**src/rtl/smart_home_status_tx.sv**
```systemverilog
// ============================================================================
// smart_home_status_tx
// ----------------------------------------------------------------------------
// Serial status transmitter for the Smart_Home controller. It snapshots the
// controller outputs (heating, cooling, blinders state, light colour) and the
// current temperature, then sends them to the wall display panel as a 2-byte
// UART-style frame. A frame goes out automatically whenever any reported value
// differs from the last one sent, or when send_req is pulsed while idle.
//
// Frame layout (each byte: start bit 0, 8 data bits LSB first, stop bit 1):
//    byte0 = {START_MARKER, heating, cooling, out[1:0], colour[2:0]}
//    byte1 = {3'b000, temperature[4:0]}
// byte1's start bit follows byte0's stop bit directly.
//
// Optional feature macro: STATUS_TX_PARITY_EN
//    When defined, an even-parity bit (XOR of the 8 data bits) is inserted
//    between data bit 7 and the stop bit of each byte (11-bit bytes).
//
// Parameters:
//    CLKS_PER_BIT  clock cycles per serial bit (2..65535)
//    START_MARKER  bit 7 of byte0, lets the panel identify the first byte
//
// Ports:
//    clk          system clock, rising edge
//    rst          asynchronous active-high reset
//    heating      heating actuator state
//    cooling      cooling actuator state
//    out[1:0]     blinders state
//    colour[2:0]  light colour index
//    temperature  current temperature, unsigned 5 bits
//    send_req     single-cycle request to force a frame (ignored while busy)
//    tx           serial line, idles high
//    busy         high while a frame is in flight
//    frame_done   one-cycle pulse after the final stop bit completes
// ============================================================================
module smart_home_status_tx #(
   parameter int unsigned CLKS_PER_BIT = 4,
   parameter logic        START_MARKER = 1'b1
) (
   input  logic       clk,
   input  logic       rst,
   input  logic       heating,
   input  logic       cooling,
   input  logic [1:0] out,
   input  logic [2:0] colour,
   input  logic [4:0] temperature,
   input  logic       send_req,
   output logic       tx,
   output logic       busy,
   output logic       frame_done
);

   // Last baud count value of a bit period; a bit ends on the edge where the
   // counter sits at this value.
   localparam logic [15:0] BAUD_MAX = 16'(CLKS_PER_BIT - 1);

   // Transmit states. The completion of byte1's stop bit returns straight to
   // IDLE with frame_done raised, so no separate DONE state is held.
`ifdef STATUS_TX_PARITY_EN
   typedef enum logic [2:0] {
      IDLE   = 3'd0,
      START  = 3'd1,
      DATA   = 3'd2,
      PARITY = 3'd3,
      STOP   = 3'd4
   } state_t;
`else
   typedef enum logic [2:0] {
      IDLE  = 3'd0,
      START = 3'd1,
      DATA  = 3'd2,
      STOP  = 3'd3
   } state_t;
`endif

   state_t      state;
   state_t      state_next;
   logic [15:0] baud_cnt;
   logic [15:0] baud_cnt_next;
   logic [2:0]  bit_cnt;
   logic [2:0]  bit_cnt_next;
   logic        byte_idx;
   logic        byte_idx_next;
   logic [15:0] frame_data;
   logic [15:0] frame_data_next;
   logic [9:0]  last_sent;
   logic [9:0]  last_sent_next;
   logic        tx_next;
   logic        busy_next;
   logic        frame_done_next;

   logic [9:0]  status;
   logic        trigger;
   logic [7:0]  cur_byte;
   logic        baud_end;

   // The status vector is compared against what was last transmitted; any
   // difference, or an explicit request, starts a frame when idle.
   always_comb begin
      status   = {heating, cooling, out, colour, temperature};
      trigger  = (status != last_sent) || send_req;
      cur_byte = byte_idx ? frame_data[15:8] : frame_data[7:0];
      baud_end = (baud_cnt == BAUD_MAX);
   end

   // State and datapath registers. tx/busy/frame_done are registered so the
   // serial line is glitch-free and reset forces them immediately.
   always_ff @(posedge clk or posedge rst) begin
      if (rst) begin
         state      <= IDLE;
         baud_cnt   <= '0;
         bit_cnt    <= '0;
         byte_idx   <= 1'b0;
         frame_data <= '0;
         last_sent  <= '0;
         tx         <= 1'b1;
         busy       <= 1'b0;
         frame_done <= 1'b0;
      end else begin
         state      <= state_next;
         baud_cnt   <= baud_cnt_next;
         bit_cnt    <= bit_cnt_next;
         byte_idx   <= byte_idx_next;
         frame_data <= frame_data_next;
         last_sent  <= last_sent_next;
         tx         <= tx_next;
         busy       <= busy_next;
         frame_done <= frame_done_next;
      end
   end

   // Next-state logic. Each state holds its tx level for CLKS_PER_BIT cycles;
   // on the last cycle of a bit the next bit's level is loaded into tx_next so
   // the line changes exactly on the bit boundary edge.
   always_comb begin
      state_next      = state;
      baud_cnt_next   = baud_cnt;
      bit_cnt_next    = bit_cnt;
      byte_idx_next   = byte_idx;
      frame_data_next = frame_data;
      last_sent_next  = last_sent;
      tx_next         = tx;
      busy_next       = busy;
      frame_done_next = 1'b0;

      if (state == IDLE) begin
         tx_next   = 1'b1;
         busy_next = 1'b0;
         if (trigger) begin
            frame_data_next = {3'b000, temperature,
                               START_MARKER, heating, cooling, out, colour};
            last_sent_next  = status;
            busy_next       = 1'b1;
            tx_next         = 1'b0;
            baud_cnt_next   = '0;
            bit_cnt_next    = '0;
            byte_idx_next   = 1'b0;
            state_next      = START;
         end
      end else if (!baud_end) begin
         baud_cnt_next = baud_cnt + 16'd1;
      end else begin
         baud_cnt_next = '0;
         case (state)
            START: begin
               bit_cnt_next = '0;
               tx_next      = cur_byte[0];
               state_next   = DATA;
            end
            DATA: begin
               if (bit_cnt == 3'd7) begin
`ifdef STATUS_TX_PARITY_EN
                  tx_next    = ^cur_byte;
                  state_next = PARITY;
`else
                  tx_next    = 1'b1;
                  state_next = STOP;
`endif
               end else begin
                  bit_cnt_next = bit_cnt + 3'd1;
                  tx_next      = cur_byte[bit_cnt + 3'd1];
               end
            end
`ifdef STATUS_TX_PARITY_EN
            PARITY: begin
               tx_next    = 1'b1;
               state_next = STOP;
            end
`endif
            STOP: begin
               if (!byte_idx) begin
                  byte_idx_next = 1'b1;
                  tx_next       = 1'b0;
                  state_next    = START;
               end else begin
                  tx_next         = 1'b1;
                  busy_next       = 1'b0;
                  frame_done_next = 1'b1;
                  state_next      = IDLE;
               end
            end
            default: begin
               tx_next    = 1'b1;
               busy_next  = 1'b0;
               state_next = IDLE;
            end
         endcase
      end
   end

endmodule

```
**config.mk**
```make
export PLATFORM = sky130hd
export DESIGN_NAME = smart_home_status_tx
export DESIGN_NICKNAME = d
export VERILOG_FILES = /design/src/rtl/smart_home_status_tx.sv
export SDC_FILE = /design/constraint.sdc
export NUM_CORES = 1
export LEC_CHECK = 0
export CAP_MARGIN = 25
export CORE_MARGIN = 4
export CORE_UTILIZATION = 62
export DETAILED_ROUTE_END_ITERATION = 10
export PLACE_DENSITY = 0.87
export SLEW_MARGIN = 20
export SYNTH_ARGS = -nofsm -noshare
export SYNTH_HDL_FRONTEND = slang
export SYNTH_SLANG_ARGS = --single-unit
```
**constraint.sdc**
```tcl
create_clock -name clk -period 4.3 [get_ports clk]
set_input_delay 0.43 -clock clk [delete_from_list [all_inputs] [get_ports clk]]
set_output_delay 0.43 -clock clk [all_outputs]
set_load 0.005 [all_outputs]
```
# Word-level counts from Yosys, hierarchy flattened
# Cells that the tools add are included.
# op_classes
n_addsub	2
multipliers	0
div	0
n_lt_le_gt_ge	1
n_eq_ne	11
n_shift	0
muxes	35
bitwise	0
reduce_logical	11
# op_table
cell	n
16-bit 2-to-1 mux	3
3-bit 2-to-1 mux	8
1-bit 2-to-1 mux	18
16-bit by 1-bit adder with 16-bit output (second input constant)	1
16-bit by 2-bit equality test with 1-bit output (second input constant)	1
10-bit != test	1
3-bit != test (second input constant)	3
3-bit case mux with 3 select lines	1
3-bit AND reduction	3
8-bit 2-to-1 mux	1
3-bit by 2-bit equality test with 1-bit output (second input constant)	2
3-bit case mux with 2 select lines	1
3-bit by 4-bit less-than comparator with 1-bit output (second input constant)	1
4-bit AND reduction	1
2-bit nonzero test	2
3-bit by 1-bit adder with 3-bit output (second input constant)	1
1-bit binary-select mux with 3-bit select	1
3-bit by 1-bit equality test with 1-bit output (second input constant)	1
3-bit equality test (second input constant)	1
3-bit zero test	1
1-bit case mux with 3 select lines	1
3-bit nonzero test	1
2-bit by 1-bit != test with 1-bit output (second input constant)	1
2-bit != test (second input constant)	1
4 further kinds	4
# word_totals
regBits	49
latch_bits	0
mem_bits_rw	0
romBits	0
inputBits	15
out_inout_bits	3
wordCells	69
n_memories	0

# Logic depth before layout (Yosys ltp)
# Gate-level depths: netlist of run 1.
# logic_depth
depth_word	7
ltp_mapped	8
ltp_nobuf	7

# Worst setup path after synthesis of run 1
# No wires, ideal clock.
# synth_timing
kind	register to register
from	register bit_cnt[0]
to	register tx
arrival_ns	1.830
t_required_ns	4.211
setup_slack_ns	2.381
stages_incl_launch_ff	6
cell_sequence	dfrtp_1 > ha_1 > mux4_2 > mux2_2 > a2111oi_2 > o22ai_1
# synth_between
elab_chain_len	7
word_cells_on_any_way	8
classes_between	add/sub (1); eq/ne (1); mux (6)
# synth_rtl
element	line_no	text
from (decl)	80	logic [2:0] bit_cnt;
from (signal assigned)	122	bit_cnt <= bit_cnt_next;
3-bit by 1-bit adder with 3-bit output	181	tx_next = cur_byte[bit_cnt + 3'd1];
1-bit binary-select mux with 3-bit select	181	
1-bit 2-to-1 mux (implied by the code)	181	
1-bit 2-to-1 mux *	171	if (bit_cnt == 3'd7) begin
1-bit case mux with 3 select lines *	164	case (state)
1-bit 2-to-1 mux *	160	end else if (!baud_end) begin
1-bit 2-to-1 mux *	146	if (state == IDLE) begin
to (signal assigned)	126	tx <= tx_next;
to (decl)	48	output logic tx,
# Every way passes the cells marked *; elsewhere a longest branch is shown, timed or not. The select of a mux whose other input is x is not followed.
# A chain may end at the register's enable or synchronous reset.

# Final worst setup path of run 1
# layout_timing
from	register baud_cnt[0]
to	register state[1]
# layout_between
elab_chain_len	3
# layout_rtl
element	line_no	text
from (decl)	78	logic [15:0] baud_cnt;
from (signal assigned)	121	baud_cnt <= baud_cnt_next;
16-bit by 2-bit equality test with 1-bit output	103	baud_end = (baud_cnt == BAUD_MAX);
2-bit nonzero test (no source line)	-	
3-bit AND reduction (no source line)	-	
to (signal assigned)	120	state <= state_next;
to (decl)	76	state_t state;
# Every way passes these cells.

==> results of run 1 <==
==> metal layers <==
layer  up-vias  track usage  routed length [µm]
met2        56        0.394                2260
met1       870        0.332                2100
met5         -            0                   0
met4         0       0.0608                  55
li1        860            -                   -
met3         5       0.0582                 288
==> worst paths after layout <==
check                           endpoint  cells after the start     startpoint  slack [ns]
hold / removal                  state[0]                      3            rst        0.48
max in group asynchronous             tx                      3            rst        3.47
setup reg to reg                state[1]                      6    baud_cnt[0]        1.89
setup / recovery                state[1]                      6    baud_cnt[0]        1.89
hold reg to reg            frame_data[7]                      1  frame_data[7]        0.48
min in group clk           frame_data[7]                      1  frame_data[7]        0.48
==> where the power goes <==
part           leakage, µW  internal [µW]  switching [µW]
Clock            0.0000395            123             116
Combinational     0.000471            299             326
Sequential        0.000484            461             108
Total             0.000994            884             550
==> state kept, by name, summed over array words and instances (netlist names), 2 cells and up <==
name and count:
frame_data 4, baud_cnt 16, bit_cnt 3, state 2
last_sent 9
==> worst max-delay path, cell delays in order (launching register included) <==
cell and delay [ns]:
sky130_fd_sc_hd__dfrtp_1 0.42, sky130_fd_sc_hd__ha_1 0.26, sky130_fd_sc_hd__nor4b_1 0.28, sky130_fd_sc_hd__and4_1 0.45, sky130_fd_sc_hd__nor2_1 0.28, sky130_fd_sc_hd__nor3b_1 0.28, sky130_fd_sc_hd__mux2_1 0.34
==> area by class of cell <==
cell class              instances  area, µm²  area share
repair buffers                 19        185      0.0749
clock inverters                 1       30.0      0.0122
multi-input cells             174       1170       0.474
well taps                      46       57.6      0.0233
flip-flops and latches         38        952       0.385
clock buffers                   7       45.0      0.0182
inverters                       8       30.0      0.0122
==> cell usage in the layout (no fill, tap or decap), types with 6 or more instances in the layout <==
master,synthesis,final
sky130_fd_sc_hd__nand3_1,10,10
sky130_fd_sc_hd__nor3_1,10,10
sky130_fd_sc_hd__nor2_1,7,7
sky130_fd_sc_hd__nand2_1,32,32
sky130_fd_sc_hd__inv_1,8,8
sky130_fd_sc_hd__dfrtp_1,37,37
sky130_fd_sc_hd__o21ai_1,17,17
sky130_fd_sc_hd__ha_1,7,7
sky130_fd_sc_hd__nand4_1,6,6
sky130_fd_sc_hd__clkdlybuf4s50_1,0,17
sky130_fd_sc_hd__o21ai_0,6,6
sky130_fd_sc_hd__a21oi_1,6,6
sky130_fd_sc_hd__mux2_2,10,10
sky130_fd_sc_hd__nor4_1,7,7
sky130_fd_sc_hd__xnor2_1,13,13
==> through the flow <==
step                setup slack (ns)  cells  total power, µW  area [µm²]  utilization
finish                          1.89    293             1430        2470        0.735
global route                    1.70    293             1550        2470        0.735
CTS                             1.89    293             1430        2470        0.735
detailed placement              1.60    285             1190        2400        0.712
global placement                1.68    285             1170        2400        0.712
floorplan                       2.38    226             1030        2190            -
==> kinds of logic (layout without fill, tap and decap cells) <==
group	count (synthesis)	after routing	synth area share
simple gates	95	95	0.231
compound gates	42	42	0.117
flops	38	38	0.435
xor+xnor	16	16	0.0641
mux	14	14	0.0835
buf+inv	14	35	0.0292
fa+ha+maj	7	7	0.0400
==> out/metrics.yaml, run 1 <==
yosysUniqueCellTypes: 44
hpwlAfterDp_um: 3360
via_count_of_the_routed_design: 1791
tritoncts.num_buffers: 5
port-buffer-count: 17
crit_path_max_fanout: 11
synth_area_um2: 2190
ys_seq_area_frac: 0.435
drt_wl_total_um: 4700
number_of_antenna_violations_at_the_first_check_in_global_routing: 0
number_of_global_route_vias_before_repair: 1703
setup.worst_path.start_class: "flip-flop"
asyncSetResetFlopFracSynth: 1.00
setup_violations: 0
power.density_cell_area_nw_per_um2: 580
status: "finished, final reports clean"
layout_min_cycle_time_ns: 2.41
cts.hold.buffers_added: 0
synth_flop_cell: "sky130_fd_sc_hd__dfrtp_1"
i_o_pins: 18
power.leakage_uw: 0.000994
number_of_nets_at_the_end_of_the_flow: 268
cts.sinks: 38
ctsHtreeMaxLevel: 2
finalMaxSlewViolations: 0
post_drt_wl_per_cell_um: 16.1
worst_max_slew_pin_slew_ns: 0.814
hold_viol: 0
count_of_state_elements_after_synthesis: 38
synth.net_count: 248
grt_usage: 0.244
slew_headroom: 0.455
area_growth_pct: 13.0
synth.most_common_cell: "sky130_fd_sc_hd__dfrtp_1"
drive_above_1_share: 0.0931
fp.dieArea_um2: 4540
grt_overflow_total: 0
timing.fmax_mhz: 414
timing.setup.critical_path_class: "reg -> reg"
clock_transition_at_the_registers_of_the_reported_paths_ns: 0.12
final.hold.worst_slack_ns: 0.483
gp_congestion: 0.933
post-route-period-util: 0.562
postCtsSetupBuffers: 0
final.fill_count: 273
height_of_the_die_um: 67.4
initial_core_util: 0.650
synth_top_area_cell: "sky130_fd_sc_hd__dfrtp_1"
final_antenna_net_count: 0
ir_drop_uv: 401
grt_start_max_net_pins: 39
core-area_um2: 3360
drt_pass1_iterations: 5
worst-endpoint-required_ns: 4.53
yosysWarnings: 0
worstPathArrival_ns: 2.65
postCtsResizedCells: 0
post_synth_inst_count: 226
grt_first_pass_wirelength_um: 8230
endpoint_kind: "flip-flop"
fp.dieW_um: 67.4
synth_area_per_cell_um2: 9.68
final.setup_skew_ns: 0.00843
rsz0062_at_grt: "no"
detailedRoute.firstIterationViolations: 162
tritoncts: "yes"
drv_cap: 0
clk_root_buffer_cell: "sky130_fd_sc_hd__clkbuf_4"
drc_errors: 0
list_of_most_frequent_post_synthesis_cells: "sky130_fd_sc_hd__dfrtp_1, sky130_fd_sc_hd__nand2_1, sky130_fd_sc_hd__o21ai_1"
cts_max_path_buffers: 2
worst_skew_pair.late_latency_ns: 0.34
synth_area_leaders: "sky130_fd_sc_hd__dfrtp_1, sky130_fd_sc_hd__nand2_1, sky130_fd_sc_hd__xnor2_1"
timing.hold.worst.class: "in -> async"
synth_top_area_share: 0.423
avgViaCountPerCell: 6.11
setup_tns_ns: 0
insertedDiodeCount: 0
row_count: 21
synth_edf_count: 0
Note: power is estimated with default switching activity, not from simulation.
==> run 2: changes to the inputs <==
--- a/config.mk
+++ b/config.mk
@@ -7,9 +7,9 @@
 export LEC_CHECK = 0
 export CAP_MARGIN = 25
 export CORE_MARGIN = 4
-export CORE_UTILIZATION = 62
+export CORE_UTILIZATION = 52
 export DETAILED_ROUTE_END_ITERATION = 10
-export PLACE_DENSITY = 0.87
+export PLACE_DENSITY = 0.78
 export SLEW_MARGIN = 20
 export SYNTH_ARGS = -nofsm -noshare
 export SYNTH_HDL_FRONTEND = slang
==> constraint.sdc (replaced) <==
create_clock -name clk -period 2.1 [get_ports clk]
set_input_delay 0.21 -clock clk [delete_from_list [all_inputs] [get_ports clk]]
set_output_delay 0.21 -clock clk [all_outputs]
set_load 0.005 [all_outputs]
==> out/metrics.yaml, run 2 (same netlist as run 1, synthesis figures left out) <==
number_of_antenna_violations_at_the_first_check_in_global_routing: 0
i_o_pins: 18
fp.dieArea_um2: 5310
cts.hold.buffers_added: 0
total_power_uw: 3060
grt_overflow_total: 0
ir_drop_uv: 658
worst-endpoint-required_ns: 2.31
slew_headroom: 0.682
drc_errors: 0
initial_core_util: 0.543
fp.dieW_um: 72.9
placed_cells_incl_taps: 299
grt_usage: 0.196
drt_pass1_iterations: 4
final.hold.worst_slack_ns: 0.324
avgViaCountPerCell: 5.79
crit_path_max_fanout: 7
critical_path.cell_chain: "ha_2 -> mux4_2 -> mux2_2 -> a2111oi_2 -> o22ai_1"
setup_violations: 0
drv_cap: 0
insertedDiodeCount: 0
postCtsSetupBuffers: 0
rsz0062_at_grt: "no"
status: "finished, final reports clean"
timing.hold.worst.class: "in -> async"
setup_tns_ns: 0
non_filler_cells_final: 307
area_growth_pct: 17.7
gp_congestion: 0.818
timing.rr.end: "tx"
height_of_the_die_um: 72.9
cts.sinks: 38
worst_skew_pair.late_latency_ns: 0.29
slowest_delay_ns: 0.42
pre_cts_slack_ns: 0.0732
setup.worst_path.start_class: "flip-flop"
finalMaxSlewViolations: 0
via_count_of_the_routed_design: 1777
timing.setup.critical_path_class: "reg -> reg"
power.density_cell_area_nw_per_um2: 1190
worstPathArrival_ns: 2.20
hold_viol: 0
power.leakage_uw: 0.00105
r2r.worst_path.cells: 5
reg2reg_from: "bit_cnt[1]"
critical_path.slowest_cell: "sky130_fd_sc_hd__ha_2"
layout_min_cycle_time_ns: 1.99
ctsHtreeMaxLevel: 2
drt_wl_total_um: 4540
reg.largest.list: "baud_cnt (16), last_sent (9), frame_data (4)"
post-route-period-util: 0.947
port-buffer-count: 17
grt_start_max_net_pins: 39
row_count: 23
timing.fmax_mhz: 503
final_antenna_net_count: 0
largest-register: "baud_cnt"
post_drt_wl_per_cell_um: 14.8
layout.cells.most_common: "sky130_fd_sc_hd__dfrtp_1"
clock_transition_at_the_registers_of_the_reported_paths_ns: 0.07
hpwlAfterDp_um: 3300
final.setup_skew_ns: 0.00540
timing.critical_path.buf_inv: 0
largest_reg_flops: 16
grt_first_pass_wirelength_um: 8070
tritoncts: "yes"
worst_max_slew_pin_slew_ns: 0.477
critical_path.top_delay_family: "multiplexers"
number_of_global_route_vias_before_repair: 1715
timing.reg2reg.setup_slack_ns: 0.11
detailedRoute.firstIterationViolations: 104
number_of_nets_at_the_end_of_the_flow: 278
clk_root_buffer_cell: "sky130_fd_sc_hd__clkbuf_8"
setup_slack_ns: 0.111
cts_max_path_buffers: 2
core-area_um2: 4030
drive_above_1_share: 0.136
endpoint_kind: "flip-flop"
final_cell_mix: "sky130_fd_sc_hd__dfrtp_1, sky130_fd_sc_hd__nand2_1, sky130_fd_sc_hd__o21ai_1, sky130_fd_sc_hd__clkdlybuf4s50_1, sky130_fd_sc_hd__xnor2_1"
final.fill_count: 344
tritoncts.num_buffers: 5
run 2: changes by cell type in the layout (fill, tap and decap cells not counted), sizes merged:
cell / change
buf: +10
bufinv: -1
clkbuf: +1
run 2: metal layers:
layer | up-vias | share of wire | routed length (µm) | GRT usage
met5 | - | 0 | 0 | 0
met4 | 0 | 0.012 | 53 | 0.0615
met3 | 5 | 0.057 | 260 | 0.0496
met2 | 48 | 0.44 | 2000 | 0.291
met1 | 838 | 0.49 | 2230 | 0.282
li1 | 886 | - | - | -
run 2: how the worst max path moves through the flow:
stage                    start  cells past startpoint  end
floorplan           bit_cnt[0]                      5   tx
global placement    bit_cnt[0]                      5   tx
detailed placement  bit_cnt[1]                      5   tx
CTS                 bit_cnt[1]                      5   tx
global route        bit_cnt[1]                      5   tx
finish              bit_cnt[1]                      5   tx
run 2: power breakdown:
group	internal (µW)	total [µW]	switching, µW
clock	268	515	248
sequential	946	1160	211
combinational	708	1390	684
total	1920	3060	1140
run 2: repair_timing:
item                                    CTS  global route
endpoints found under the hold margin     0             0
resized for setup                         0             2
endpoints found under the setup margin    0             2
run 2: stage by stage:
step / util / instance area [µm²]
global placement: 0.615 / 2480
detailed placement: 0.615 / 2480
CTS: 0.637 / 2570
finish: 0.639 / 2570
global route: 0.639 / 2570
floorplan: - / 2190
run 2: worst min-delay path, delay by kind of cell:
kind / cells / cell delay (ns)
buffers and inverters: 3 / 0.84
run 2: layout make-up:
type / count / area, µm² / area share
multi-input cells: 174 / 1180 / 0.458
flip-flops and latches: 38 / 952 / 0.370
repair buffers: 29 / 260 / 0.101
clock buffers: 8 / 90.1 / 0.0350
well taps: 50 / 62.6 / 0.0243
inverters: 8 / 30.0 / 0.0117
